--- src/rtl/alu_issue_stage.sv ---
// rtl/alu_issue_stage.sv - instruction queue, decode and operand read feeding the ALU
// Head entry is decoded combinationally; the issue register holds the bundle until the ALU takes it.
module alu_issue_stage #(
  parameter int DEPTH = 4,
  parameter int CNTW  = 3
) (
  input  logic            clk,
  input  logic            rst,
  input  logic            in_valid,
  output logic            in_ready,
  input  logic [15:0]     in_instr,
  output logic [2:0]      rf_raddr1,
  output logic [2:0]      rf_raddr2,
  input  logic [15:0]     rf_rdata1,
  input  logic [15:0]     rf_rdata2,
  input  logic            alu_ready,
  output logic            issue_valid,
  output logic [12:0]     alusignals,
  output logic [15:0]     op1,
  output logic [15:0]     op2,
  output logic [4:0]      immx,
  output logic            isimmediate,
  output logic [2:0]      issue_rd,
  output logic            illegal,
  output logic [CNTW-1:0] queue_count
);

  localparam int PW = (DEPTH > 1) ? $clog2(DEPTH) : 1;

  logic [15:0]     mem_q [DEPTH];
  logic [15:0]     mem_d [DEPTH];
  logic [PW-1:0]   wr_ptr_q, wr_ptr_d;
  logic [PW-1:0]   rd_ptr_q, rd_ptr_d;
  logic [CNTW-1:0] count_q, count_d;

  logic            issue_valid_q, issue_valid_d;
  logic [12:0]     alusignals_q, alusignals_d;
  logic [15:0]     op1_q, op1_d;
  logic [15:0]     op2_q, op2_d;
  logic [4:0]      immx_q, immx_d;
  logic            isimmediate_q, isimmediate_d;
  logic [2:0]      issue_rd_q, issue_rd_d;
  logic            illegal_q, illegal_d;

  logic [15:0] head;
  logic [12:0] sig_dec;
  logic        legal;
  logic        push, pop, adv;

  assign head      = mem_q[rd_ptr_q];
  assign rf_raddr1 = head[7:5];
  assign rf_raddr2 = head[2:0];

  always_comb begin
    sig_dec = '0;
    legal   = 1'b1;
    case (head[15:12])
      4'd0:    sig_dec[0]  = 1'b1;
      4'd1:    sig_dec[3]  = 1'b1;
      4'd2:    sig_dec[4]  = 1'b1;
      4'd3:    sig_dec[5]  = 1'b1;
      4'd4:    sig_dec[6]  = 1'b1;
      4'd5:    sig_dec[7]  = 1'b1;
      4'd6:    sig_dec[8]  = 1'b1;
      4'd7:    sig_dec[9]  = 1'b1;
      4'd8:    sig_dec[10] = 1'b1;
      4'd9:    sig_dec[11] = 1'b1;
      default: legal       = 1'b0;
    endcase
  end

  // in_ready deliberately ignores a same-cycle pop so it never depends on alu_ready.
  assign in_ready = !rst && (count_q < CNTW'(DEPTH));
  assign push     = in_valid && in_ready;
  assign adv      = !issue_valid_q || alu_ready;
  assign pop      = (count_q != '0) && adv;

  always_comb begin
    mem_d = mem_q;
    if (push) mem_d[wr_ptr_q] = in_instr;
    wr_ptr_d = wr_ptr_q + PW'(push);
    rd_ptr_d = rd_ptr_q + PW'(pop);
    count_d  = count_q + CNTW'(push) - CNTW'(pop);
  end

  always_comb begin
    issue_valid_d = issue_valid_q;
    alusignals_d  = alusignals_q;
    op1_d         = op1_q;
    op2_d         = op2_q;
    immx_d        = immx_q;
    isimmediate_d = isimmediate_q;
    issue_rd_d    = issue_rd_q;
    illegal_d     = 1'b0;
    if (adv) begin
      issue_valid_d = 1'b0;
      if (pop) begin
        if (legal) begin
          issue_valid_d = 1'b1;
          alusignals_d  = sig_dec;
          op1_d         = rf_rdata1;
          op2_d         = head[11] ? 16'h0000 : rf_rdata2;
          immx_d        = head[11] ? head[4:0] : 5'd0;
          isimmediate_d = head[11];
          issue_rd_d    = head[10:8];
        end else begin
          illegal_d = 1'b1;
        end
      end
    end
  end

  always_ff @(posedge clk) begin
    mem_q <= mem_d;
  end

  always_ff @(posedge clk) begin
    if (rst) begin
      wr_ptr_q      <= '0;
      rd_ptr_q      <= '0;
      count_q       <= '0;
      issue_valid_q <= 1'b0;
      alusignals_q  <= '0;
      op1_q         <= '0;
      op2_q         <= '0;
      immx_q        <= '0;
      isimmediate_q <= 1'b0;
      issue_rd_q    <= '0;
      illegal_q     <= 1'b0;
    end else begin
      wr_ptr_q      <= wr_ptr_d;
      rd_ptr_q      <= rd_ptr_d;
      count_q       <= count_d;
      issue_valid_q <= issue_valid_d;
      alusignals_q  <= alusignals_d;
      op1_q         <= op1_d;
      op2_q         <= op2_d;
      immx_q        <= immx_d;
      isimmediate_q <= isimmediate_d;
      issue_rd_q    <= issue_rd_d;
      illegal_q     <= illegal_d;
    end
  end

  assign issue_valid = issue_valid_q;
  assign alusignals  = alusignals_q;
  assign op1         = op1_q;
  assign op2         = op2_q;
  assign immx        = immx_q;
  assign isimmediate = isimmediate_q;
  assign issue_rd    = issue_rd_q;
  assign illegal     = illegal_q;
  assign queue_count = count_q;

endmodule

--- config.mk ---
export PLATFORM = sky130hd
export DESIGN_NAME = alu_issue_stage
export DESIGN_NICKNAME = d
export VERILOG_FILES = /design/src/rtl/alu_issue_stage.sv
export SDC_FILE = /design/constraint.sdc
export NUM_CORES = 1
export LEC_CHECK = 0
export CORE_MARGIN = 2
export CORE_UTILIZATION = 30
export CTS_BUF_LIST = sky130_fd_sc_hd__clkbuf_4
export CTS_CLUSTER_DIAMETER = 80
export DETAILED_ROUTE_END_ITERATION = 7
export GPL_ROUTABILITY_DRIVEN = 0
export HOLD_SLACK_MARGIN = 0.08
export PLACE_DENSITY = 0.59
export SETUP_SLACK_MARGIN = 0.15
export SYNTH_ARGS = -nofsm -noshare
export SYNTH_HDL_FRONTEND = slang
export SYNTH_SLANG_ARGS = --single-unit
--- constraint.sdc ---
create_clock -name clk -period 6.5 [get_ports clk]
set_clock_uncertainty 0.05 [all_clocks]
set_input_delay 1.3 -clock clk [delete_from_list [all_inputs] [get_ports clk]]
set_output_delay 1.3 -clock clk [all_outputs]
set_load 0.01 [all_outputs]
### After elaboration in Yosys (flattened, before gate mapping)

Index checks and enable logic that the tools add are counted.

* multipliers: 0
* add/subtract/negate cells: 4
* bitwise operators: 4
* shift operators: 0
* $lt $le $gt $ge: 4
* multiplexer cells: 22
* divide/modulo/power cells: 0
* eq/ne operators: 9
* reductions and logical operators: 12

Operator list (number)
* $bwmux W64: 1
* $mux W16: 4
* $bmux W16 S2: 1
* $demux W16 S2: 1
* $eq A4 B3 Y1 const B: 4
* $mux W1: 14
* $reduce_or A10 Y1: 1
* $eq A4 B2 Y1 const B: 2
* $eq A4 B4 Y1 const B: 2
* $ge A3 B3 Y1 const B: 2
* $not A2 Y3: 2
* $mux W5: 1
* $add A2 B1 Y2: 2
* $eq A4 B1 Y1 const B: 1
* $logic_and A1 B1 Y1: 4
* $logic_not A4 Y1: 1
* $add A3 B1 Y3: 1
* $lt A3 B1 Y1 const B: 1
* $lt A3 B3 Y1 const B: 1
* $reduce_and A3 Y1: 1
* $reduce_bool A3 Y1: 1
* $reduce_or A3 Y1: 1
* $sub A3 B1 Y3: 1
* $logic_not A1 Y1: 2
* 2 further kinds: 3

* bits in latches: 0
* flip-flop bits (word level): 124
* output and inout bits: 66
* bits of input ports: 52
* logic and storage cells: 70
* memories: 0
* memory bits (writable): 0
* bits in read-only memories: 0

### Depth between registers and ports, before layout

Gate-level depths: netlist (run 1).

* word-level depth: 9
* mapped depth: 12

### Worst setup path before layout (run 1)

OpenSTA, ideal clock, no wires.

* path kind: input port to flip-flop
* from: input rst
* to: register mem_q[32] (netlist bit), enable pin
* path slack: 2.813 ns
* stages on the path: 5
* library setup time: 0.413 ns
* arrival time: 3.225 ns
* cells stage by stage: clkbuf_1 > nor2_1 > and2_1 > inv_1 > nor3b_1

* word-level cells in the longest chain between the ends: 3

Ends and longest elaborated chain
* start: declaration: RTL line 8 `input logic rst,`
* $logic_not A1 Y1: RTL line 73 `assign in_ready = !rst && (count_q < CNTW'(DEPTH));`
* $logic_and A1 B1 Y1: RTL line 73
* via in_ready: RTL line 10 `output logic in_ready,`
* $logic_and A1 B1 Y1: RTL line 74 `assign push = in_valid && in_ready;`
* end signal: assignment: RTL line 114 `mem_q <= mem_d;`
* end: declaration: RTL line 30 `logic [15:0] mem_q [DEPTH];`

The timed path passes the listed nets, and every way through them passes these cells.
A chain may end at the register's enable or synchronous reset.

### Worst setup path after layout (run 1)

* from: input rst
* to: output in_ready

* word-level cells in the longest chain between the ends: 2

Ends and longest elaborated chain (RTL line)
* $logic_not A1 Y1: 73
* $logic_and A1 B1 Y1: 73
* end: declaration: 10

No other way between the ends.

==> results of run 1 <==
-- worst max-delay path: cells and delay by family --
family	cells	cell delay (ns)
buffers and inverters	3	1.32
AND/OR/NAND/NOR	1	0.11
-- through the flow --
stage          worst slack [ns]  cell area [sq um]  hold WS [ns]
5_1_grt                    2.33               6340         0.449
3_3_place_gp               2.38               6020         0.407
3_5_place_dp               2.26               6020         0.408
4_1_cts                    2.40               6340         0.433
6_report                   2.40               6340         0.431
2_1_floorplan              2.81               4700         0.430
-- registers in the layout (all words and copies together) (netlist names), 3 cells and up --
signal,cells
queue_count,3
mem_q,64
op1,16
immx,5
op2,16
issue_rd,3
alusignals,10
-- cells in the mapped netlist (all sizes together) (2+ instances only) --
cell    instances  share of area [%]
a21oi          24                2.6
buf            18                2.6
a22o           16                3.3
nor2b           5               0.67
clkbuf         14                1.1
nor3            3               0.32
inv             4               0.32
o21ai          34                3.7
nand4          12                1.6
nand3          20                2.1
nor4            2               0.59
mux4           16                7.9
ha              4                1.1
dfxtp          60                 26
and2            2               0.27
edfxtp         64                 41
nand2          13                1.0
xnor2           3               0.56
nor2            7               0.56
nor3b           3               0.48
-- cell families (layout without fill, tap and decap cells) --
| kind of cell | Yosys count | in the layout | share of synthesized area, % |
|---|---|---|---|
| AOI/OAI and AO/OA | 79 | 79 | 10.6 |
| xor gates and xnor gates | 4 | 4 | 0.747 |
| adders and majority gates | 5 | 5 | 1.49 |
| buffers and inverters | 37 | 159 | 4.16 |
| DFF | 124 | 124 | 66.6 |
| muxes | 16 | 16 | 7.92 |
| other | 1 | 3 | 0.0799 |
| and+or+nand+nor | 72 | 72 | 8.43 |
-- power groups by stage --
stage | Combinational [mW] | Clock, mW | Sequential (mW)
after floorplan | 0.508 | 0 | 1.05
after global placement | 0.869 | 0 | 1.04
after detailed placement | 0.894 | 0 | 1.04
after CTS | 0.898 | 0.618 | 1.03
after global routing | 0.975 | 0.651 | 1.04
final | 0.887 | 0.600 | 1.02
-- area by class of cell --
class	count	area, sq um	share of cell area, %
clock buffer	20	150	2.37
sequential	124	3120	49.2
inverter	5	18.8	0.296
tap	211	264	4.16
timing repair buffer	122	1200	18.9
multi-input combinational	179	1410	22.3
clock inverter	12	171	2.70
-- path summary, 6_finish.rpt --
kind,end,slack (ns),cells after the start
max reg2reg,op2[12]$_SDFFE_PP0P_,3.58,4
max,in_ready,2.40,4
min reg2reg,alusignals[5]$_SDFFE_PP0P_,0.43,2
min,alusignals[5]$_SDFFE_PP0P_,0.43,2
-- metal layers --
metal	wire length (um)	GRT usage (%)
met1	4730	16.8
met2	5460	22.3
met3	812	5.45
met4	108	4.03
met5	0	0
-- placed cells by master, fill, tap and decap left out, types with 2 or more instances in the layout --
cell type and n:
clkinv_4 2, nor2_1 7, mux4_2 13, clkdlybuf4s50_1 114, buf_4 8, dfxtp_1 60
clkinvlp_4 2, xnor2_1 3, nand3_1 20, a21oi_1 23, nor3b_2 2, a22o_2 10
and2_1 2, conb_1 3, clkbuf_4 20, edfxtp_1 64, inv_1 4, mux4_1 3
nor3_1 2, nand4_1 12, a22o_1 6, nor2b_1 5, bufinv_16 4, clkinv_1 2
o21ai_0 33, ha_1 4, clkinv_2 3, nand2_1 13
==> metrics.txt, run 1 <==
cell mode on critical path=clkdlybuf4s50_1; crit share post-route=63.1%; initial antenna violation count=0; Worst-Skew Late Latency=0.52 ns; Cell Area, Synth=0.00469 sq mm; Setup crit start kind=input port; Final Setup Violations=0; vias per inst=4.75; Worst slew margin=39.2%; die height=129 um; Reg power frac=40.8%; Post-CTS Hold Fix Bufs=0; Hold Path Class=reg2reg; fmax=244 MHz; switching part of the total power=33.1%; TritonCTS buffer count=17; non-filler instance count after layout=673; critical path class=in2out; Via Count=3195; CP Max Fanout=38; Fin. Hold Viols=0; WP data arrival=2.75 ns; total length of routed wires=11100 um; HP Start=alusignals[5]$_SDFFE_PP0P_; Chip Width=129 um; clk buf depth=2; Synth Flop Type=edfxtp_1; VDD IR-drop max=0.000190 V; Starting Density=30.8%; Crit-path slowest cell=clkdlybuf4s50_1; buffer count from post-CTS setup fixing=0; EDFF count, synth=64; share of synthesized registers carrying an async set or reset=0%; GRT overflow=0; cts repair resizes=0; status=finished clean; WL/cell=16.5 um; synth unique cells=41; PD cells=396 mW/mm^2; Worst Path Required=5.15 ns; max cap viols=0; RSZ-0062 raised after global routing=no; clk root buf=clkbuf_4; kind of end point of the critical path=output port; Leak=2.14 nW; port bufs=114; global-route wire length before repair=17400 um; IO Count=118; DRC viols=0; clock transition at the registers of the reported paths=0.10 ns; register area share after synthesis=66.6%; Critical Path, Cell by Cell=clkdlybuf4s50_1 -> buf_4 -> nor2_1 -> clkdlybuf4s50_1; worst slew pin tran=0.912 ns; # rows=45; Layout area overhead=35.2%; pin count of the biggest net entering global routing=39; Comb power frac=35.3%; H-tree depth=4; cells after synthesis=338; Synthesis Warnings=0; clock power share=23.9%; fin util=41.6%; Final min period=4.10 ns; Die ar.=0.0167 sq mm; setup tns final=0 ns; synthesis-stage register bit count=124; antenna viol nets, final=0; Int Power=1.68 mW; detailed-router iteration count before antenna repair=4; crit-path max cell delay=0.49 ns; Tot GR Track Use=13.7%; reg-to-reg startpoint=rd_ptr_q[1]$_SDFF_PP0_; Placed Cells=641; vias in the first global route=3285; layout cells sized above 1=15.4%; fill count=1405; Sink Count=124; Total Nets Final=506; Tot Pwr=2.51 mW; CTS tree=yes; Net Switching=0.832 mW; Critical Path Start=rst; synthesized area per cell=13.9 sq um; # diodes=0; hpwl dp=7410 um; final slew viol count=0; core area=0.0153 sq mm; 1st-iter DRT viols=147
Power figures use the tool's default switching activity.
==> run 2, diff against run 1 <==
--- a/config.mk
+++ b/config.mk
@@ -12,7 +12,7 @@
 export DETAILED_ROUTE_END_ITERATION = 7
 export GPL_ROUTABILITY_DRIVEN = 0
 export HOLD_SLACK_MARGIN = 0.08
-export PLACE_DENSITY = 0.59
+export PLACE_DENSITY = 0.61
 export SETUP_SLACK_MARGIN = 0.15
 export SYNTH_ARGS = -nofsm -noshare
 export SYNTH_HDL_FRONTEND = slang
==> constraint.sdc (replaced) <==
create_clock -name clk -period 3.43 [get_ports clk]
set_clock_uncertainty 0.05 [all_clocks]
set_input_delay 0.686 -clock clk [delete_from_list [all_inputs] [get_ports clk]]
set_output_delay 0.686 -clock clk [all_outputs]
set_load 0.01 [all_outputs]
==> metrics.txt, run 2 (same netlist as run 1, synthesis figures left out) <==
status=finished clean (unchanged); WP data arrival=2.31 ns (was 2.75 ns); IO Count=118 (unchanged); final slew viol count=0 (unchanged); Post-DP Area=0.00605 sq mm (was 0.00602 sq mm); worst hold path endpoint=alusignals[11]$_SDFFE_PP0P_ (was alusignals[5]$_SDFFE_PP0P_); setup tns final=0 ns (unchanged); Sink Count=124 (unchanged); Worst slew margin=11.6% (was 39.2%); pin count of the biggest net entering global routing=38 (was 39); Comb power frac=37.6% (was 35.3%); 1st-iter DRT viols=194 (was 147); Total Nets Final=511 (was 506); worst slew pin tran=1.33 ns (was 0.912 ns); layout cells sized above 1=15.7% (was 15.4%); Post-CTS Hold Fix Bufs=0 (unchanged); most frequent cells in the layout=clkdlybuf4s50_1 (114), edfxtp_1 (64), dfxtp_1 (59) (was clkdlybuf4s50_1 (114), edfxtp_1 (64), dfxtp_1 (60)); fill count=1428 (was 1405); vias per inst=4.69 (was 4.75); Layout area overhead=34.5% (was 35.2%); commonest non-fill, non-tap cell in the layout=clkdlybuf4s50_1 (unchanged); switching part of the total power=33.4% (was 33.1%); Chip Width=129 um (unchanged); total length of routed wires=10900 um (was 11100 um); Final min period=3.05 ns; antenna viol nets, final=0 (unchanged); CP Max Fanout=10 (was 38); Starting Density=30.8% (unchanged); clock transition at the registers of the reported paths=0.10 ns (about the same); port bufs=114 (unchanged); RSZ-0062 raised after global routing=no (unchanged); clk buf depth=2 (unchanged); Worst Path Required=2.69 ns (was 5.15 ns); Reg power frac=42.0% (was 40.8%); clk root buf=clkbuf_4 (unchanged); kind of end point of the critical path=output port (unchanged); Final Setup Violations=0 (unchanged); fmax=328 MHz; Via Count=3177 (was 3195); CTS tree=yes (unchanged); max cap viols=0 (unchanged); Setup crit start kind=flip-flop (was input port); TritonCTS buffer count=17 (unchanged); buffer count from post-CTS setup fixing=0 (unchanged); detailed-router iteration count before antenna repair=4 (unchanged); global-route wire length before repair=16600 um (was 17400 um); Reg with most FFs=mem_q (unchanged); R2R depth=4 (unchanged); Tot Pwr=4.57 mW (was 2.51 mW); core area=0.0153 sq mm (unchanged); fin worst setup slack=0.383 ns (was 2.40 ns); Net Switching=1.52 mW (was 0.832 mW); GRT overflow=0 (unchanged); die height=129 um (unchanged); Leak=2.14 nW (about the same); DRC viols=0 (unchanged); PD cells=724 mW/mm^2 (was 396 mW/mm^2); # rows=45 (unchanged); critical path class=reg2out (was in2out); # diodes=0 (unchanged); Fin. Hold Viols=0 (unchanged); initial antenna violation count=0 (unchanged); HP Start=alusignals[11]$_SDFFE_PP0P_ (was alusignals[5]$_SDFFE_PP0P_); hpwl dp=7320 um (was 7410 um); vias in the first global route=3162 (was 3285); clock power share=20.5% (was 23.9%); cts repair resizes=1 (was 0); Hold Path Class=reg2reg (unchanged); hold depth=2 (unchanged); Die ar.=0.0167 sq mm (unchanged); Int Power=3.04 mW (was 1.68 mW); Worst-Skew Late Latency=0.51 ns (was 0.52 ns); dpl ws=0.398 ns (was 2.26 ns); crit share post-route=88.8%; R2R Setup Slk=0.94 ns (was 3.58 ns); reg-to-reg startpoint=rd_ptr_q[1]$_SDFF_PP0_ (unchanged); WL/cell=16.1 um (was 16.5 um); Tot GR Track Use=13.3% (was 13.7%); VDD IR-drop max=0.000246 V (was 0.000190 V); final hold slack=0.418 ns (was 0.431 ns); H-tree depth=4 (unchanged); number of flip-flops in the largest register=64 (unchanged); RR Endpoint=op2[7]$_SDFFE_PP0P_ (was op2[12]$_SDFFE_PP0P_); design area=0.00631 sq mm (was 0.00634 sq mm)
-- run 2: worst max path at each step --
stage | start | end | slack [ns] | cells past startpoint
2_1_floorplan | rst | mem_q[32]$_DFFE_PP_ | 0.36 | 5
4_1_cts | rd_ptr_q[0]$_SDFF_PP0_ | rf_raddr2[1] | 0.28 | 3
5_1_grt | rd_ptr_q[0]$_SDFF_PP0_ | rf_raddr2[1] | 0.21 | 3
3_5_place_dp | alu_ready | op2[10]$_SDFFE_PP0P_ | 0.40 | 6
3_3_place_gp | alu_ready | op2[12]$_SDFFE_PP0P_ | 0.56 | 6
6_report | rd_ptr_q[0]$_SDFF_PP0_ | rf_raddr2[2] | 0.38 | 3
-- run 2: layout make-up --
type	count	area, sq um	area share (%)
multi-input cells	179	1410	22.4
repair buffers	127	1240	19.6
clock buffers	20	150	2.38
well taps	211	264	4.18
inverters	5	18.8	0.298
flip-flops and latches	124	3120	49.5
clock inverters	11	103	1.63
-- run 2: stage by stage --
stage / utilization, % / cells
floorplan: - / 340
global placement: 39.7 / 646
detailed placement: 39.7 / 646
CTS: 41.3 / 677
global route: 41.3 / 677
finish: 41.3 / 677
-- run 2: critical path, cell delays in order, from the launching register on --
cell,delay [ns]
dfxtp_2,0.45
buf_4,0.27
mux4_2,0.58
clkdlybuf4s50_1,0.51
-- run 2: metal layers --
layer	GRT usage, %	routed length (um)
met1	16.5	5020
met2	21.7	5170
met3	4.58	653
met4	4.41	84
met5	0	0
-- run 2: power by group through the flow --
| stage | clock (mW) | combinational (mW) | sequential (mW) |
|---|---|---|---|
| floorplan | 0 | 0.963 | 1.99 |
| global placement | 0 | 1.72 | 1.95 |
| detailed placement | 0 | 1.74 | 1.95 |
| CTS | 0.975 | 1.75 | 1.92 |
| global route | 1.04 | 1.87 | 1.94 |
| finish | 0.934 | 1.72 | 1.92 |
==> run 3, diff against run 2 <==
--- a/config.mk
+++ b/config.mk
@@ -13,6 +13,7 @@
 export GPL_ROUTABILITY_DRIVEN = 0
 export HOLD_SLACK_MARGIN = 0.08
 export PLACE_DENSITY = 0.61
+export REMOVE_ABC_BUFFERS = 1
 export SETUP_SLACK_MARGIN = 0.15
 export SYNTH_ARGS = -nofsm -noshare
 export SYNTH_HDL_FRONTEND = slang
==> metrics.txt, run 3 (same netlist as run 1, synthesis figures left out) <==
vias in the first global route=3113 (was 3162); non-filler instance count after layout=675 (was 677); critical path class=reg2out (unchanged); Total Nets Final=510 (was 511); layout cells sized above 1=15.5% (was 15.7%); status=finished clean (unchanged); H-tree depth=4 (unchanged); fin worst setup slack=0.340 ns (was 0.383 ns); fin util=41.8% (was 41.3%); Leak=2.15 nW (was 2.14 nW); Net Switching=1.56 mW (was 1.52 mW); max cap viols=0 (unchanged); RR Endpoint=op2[8]$_SDFFE_PP0P_ (was op2[7]$_SDFFE_PP0P_); kind of end point of the critical path=output port (unchanged); Chip Width=129 um (unchanged); TritonCTS buffer count=17 (unchanged); total length of routed wires=10700 um (was 10900 um); Worst Path Required=2.69 ns (about the same); CP endpoint=rf_raddr1[1] (was rf_raddr2[2]); Tot GR Track Use=13.4% (was 13.3%); CTS tree=yes (unchanged); Final Setup Violations=0 (unchanged); number of flip-flops in the largest register=64 (unchanged); R2R depth=4 (unchanged); hold depth=2 (unchanged); Reg power frac=40.5% (was 42.0%); # diodes=0 (unchanged); Worst-Skew Late Latency=0.54 ns (was 0.51 ns); core area=0.0153 sq mm (unchanged); design area=0.00637 sq mm (was 0.00631 sq mm); worst slew pin tran=1.21 ns (was 1.33 ns); IO Count=118 (unchanged); initial antenna violation count=0 (unchanged); DRC viols=0 (unchanged); port bufs=114 (unchanged); Comb power frac=35.3% (was 37.6%); clock power share=24.2% (was 20.5%); WL/cell=15.9 um (was 16.1 um); Reg with most FFs=mem_q (unchanged); switching part of the total power=32.5% (was 33.4%); GRT overflow=0 (unchanged); # rows=45 (unchanged); final slew viol count=0 (unchanged); PD cells=753 mW/mm^2 (was 724 mW/mm^2); clk root buf=clkbuf_4 (unchanged); most frequent cells in the layout=clkdlybuf4s50_1 (114), edfxtp_1 (64), dfxtp_1 (59) (unchanged); Int Power=3.24 mW (was 3.04 mW); Critical Path Start=rd_ptr_q[0]$_SDFF_PP0_ (unchanged); antenna viol nets, final=0 (unchanged); dpl ws=0.340 ns (was 0.398 ns); Hold Path Class=reg2reg (unchanged); Starting Density=30.8% (unchanged); die height=129 um (unchanged); VDD IR-drop max=0.000228 V (was 0.000246 V); Layout area overhead=35.9% (was 34.5%); Post-DP Area=0.00605 sq mm (about the same); Via Count=3157 (was 3177); Sink Count=124 (unchanged); clock transition at the registers of the reported paths=0.11 ns (was 0.10 ns); vias per inst=4.68 (was 4.69); Worst slew margin=19.1% (was 11.6%); CP Max Fanout=9 (was 10); 1st-iter DRT viols=187 (was 194); R2R Setup Slk=0.71 ns (was 0.94 ns); Placed Cells=645 (was 646); global-route wire length before repair=16600 um (about the same); Final min period=3.09 ns (was 3.05 ns); Fin. Hold Viols=0 (unchanged); reg-to-reg startpoint=rd_ptr_q[1]$_SDFF_PP0_ (unchanged); fmax=324 MHz (was 328 MHz); cts repair resizes=1 (unchanged); detailed-router iteration count before antenna repair=4 (unchanged); Post-CTS Hold Fix Bufs=0 (unchanged); Die ar.=0.0167 sq mm (unchanged); crit share post-route=90.1% (was 88.8%); buffer count from post-CTS setup fixing=0 (unchanged); WP data arrival=2.35 ns (was 2.31 ns); hpwl dp=7310 um (was 7320 um); pin count of the biggest net entering global routing=38 (unchanged); commonest non-fill, non-tap cell in the layout=clkdlybuf4s50_1 (unchanged); RSZ-0062 raised after global routing=no (unchanged); Setup crit start kind=flip-flop (unchanged); clk buf depth=2 (unchanged)
run 3: cell count changes in the layout (fill, tap and decap cells not counted), sizes merged:
| cell | previous run | this run |
|---|---|---|
| buf | 13 | 12 |
| clkbuf | 20 | 17 |
| clkinvlp | 1 | 3 |
| clkinv | 8 | 5 |
| bufinv | 2 | 5 |
run 3: final cells by class:
type	instances	area, sq um
Fill cell	1408	8880
Sequential cell	124	3120
Multi-Input combinational cell	179	1410
Timing Repair Buffer	126	1230
Tap cell	211	264
Clock inverter	13	199
Clock buffer	17	128
Inverter	5	18.8
run 3: power by group through the flow:
stage	sequential (mW)	combinational (mW)	clock, mW
floorplan	2.04	0.781	0
global placement	1.97	1.68	0
detailed placement	1.98	1.71	0
CTS	1.95	1.71	1.20
global route	1.98	1.85	1.28
finish	1.94	1.69	1.16
run 3: per-stage QoR:
step / hold slack (ns) / total power [mW] / setup TNS [ns]
floorplan: 0.430 / 2.82 / -27.45
global placement: 0.404 / 3.65 / 0
detailed placement: 0.406 / 3.69 / 0
CTS: 0.421 / 4.87 / 0
global route: 0.441 / 5.10 / 0
finish: 0.420 / 4.80 / 0
run 3: worst max-delay path, cell delays in order (launching register included):
cell	delay, ns
dfxtp_2	0.55
buf_4	0.25
mux4_2	0.52
clkdlybuf4s50_1	0.50
run 3: metal layers:
layer / vias to the layer above / GRT usage (%) / wire length (um) / share of wire [%]
li1: 1506 / - / - / -
met1: 1535 / 16.8 / 4740 / 44
met2: 104 / 20.3 / 5030 / 47
met3: 12 / 5.74 / 724 / 6.8
met4: 0 / 6.01 / 214 / 2.0
met5: - / 0 / 0 / 0
run 3: worst min path at each step:
stage,start,to,slack (ns)
3_3_place_gp,alusignals[0]$_SDFFE_PP0P_,alusignals[0]$_SDFFE_PP0P_,0.40
6_report,alusignals[0]$_SDFFE_PP0P_,alusignals[0]$_SDFFE_PP0P_,0.42
3_5_place_dp,alusignals[0]$_SDFFE_PP0P_,alusignals[0]$_SDFFE_PP0P_,0.41
5_1_grt,immx[0]$_SDFFE_PP0P_,immx[0]$_SDFFE_PP0P_,0.44
4_1_cts,alusignals[0]$_SDFFE_PP0P_,alusignals[0]$_SDFFE_PP0P_,0.42
2_1_floorplan,alusignals[0]$_SDFFE_PP0P_,alusignals[0]$_SDFFE_PP0P_,0.43
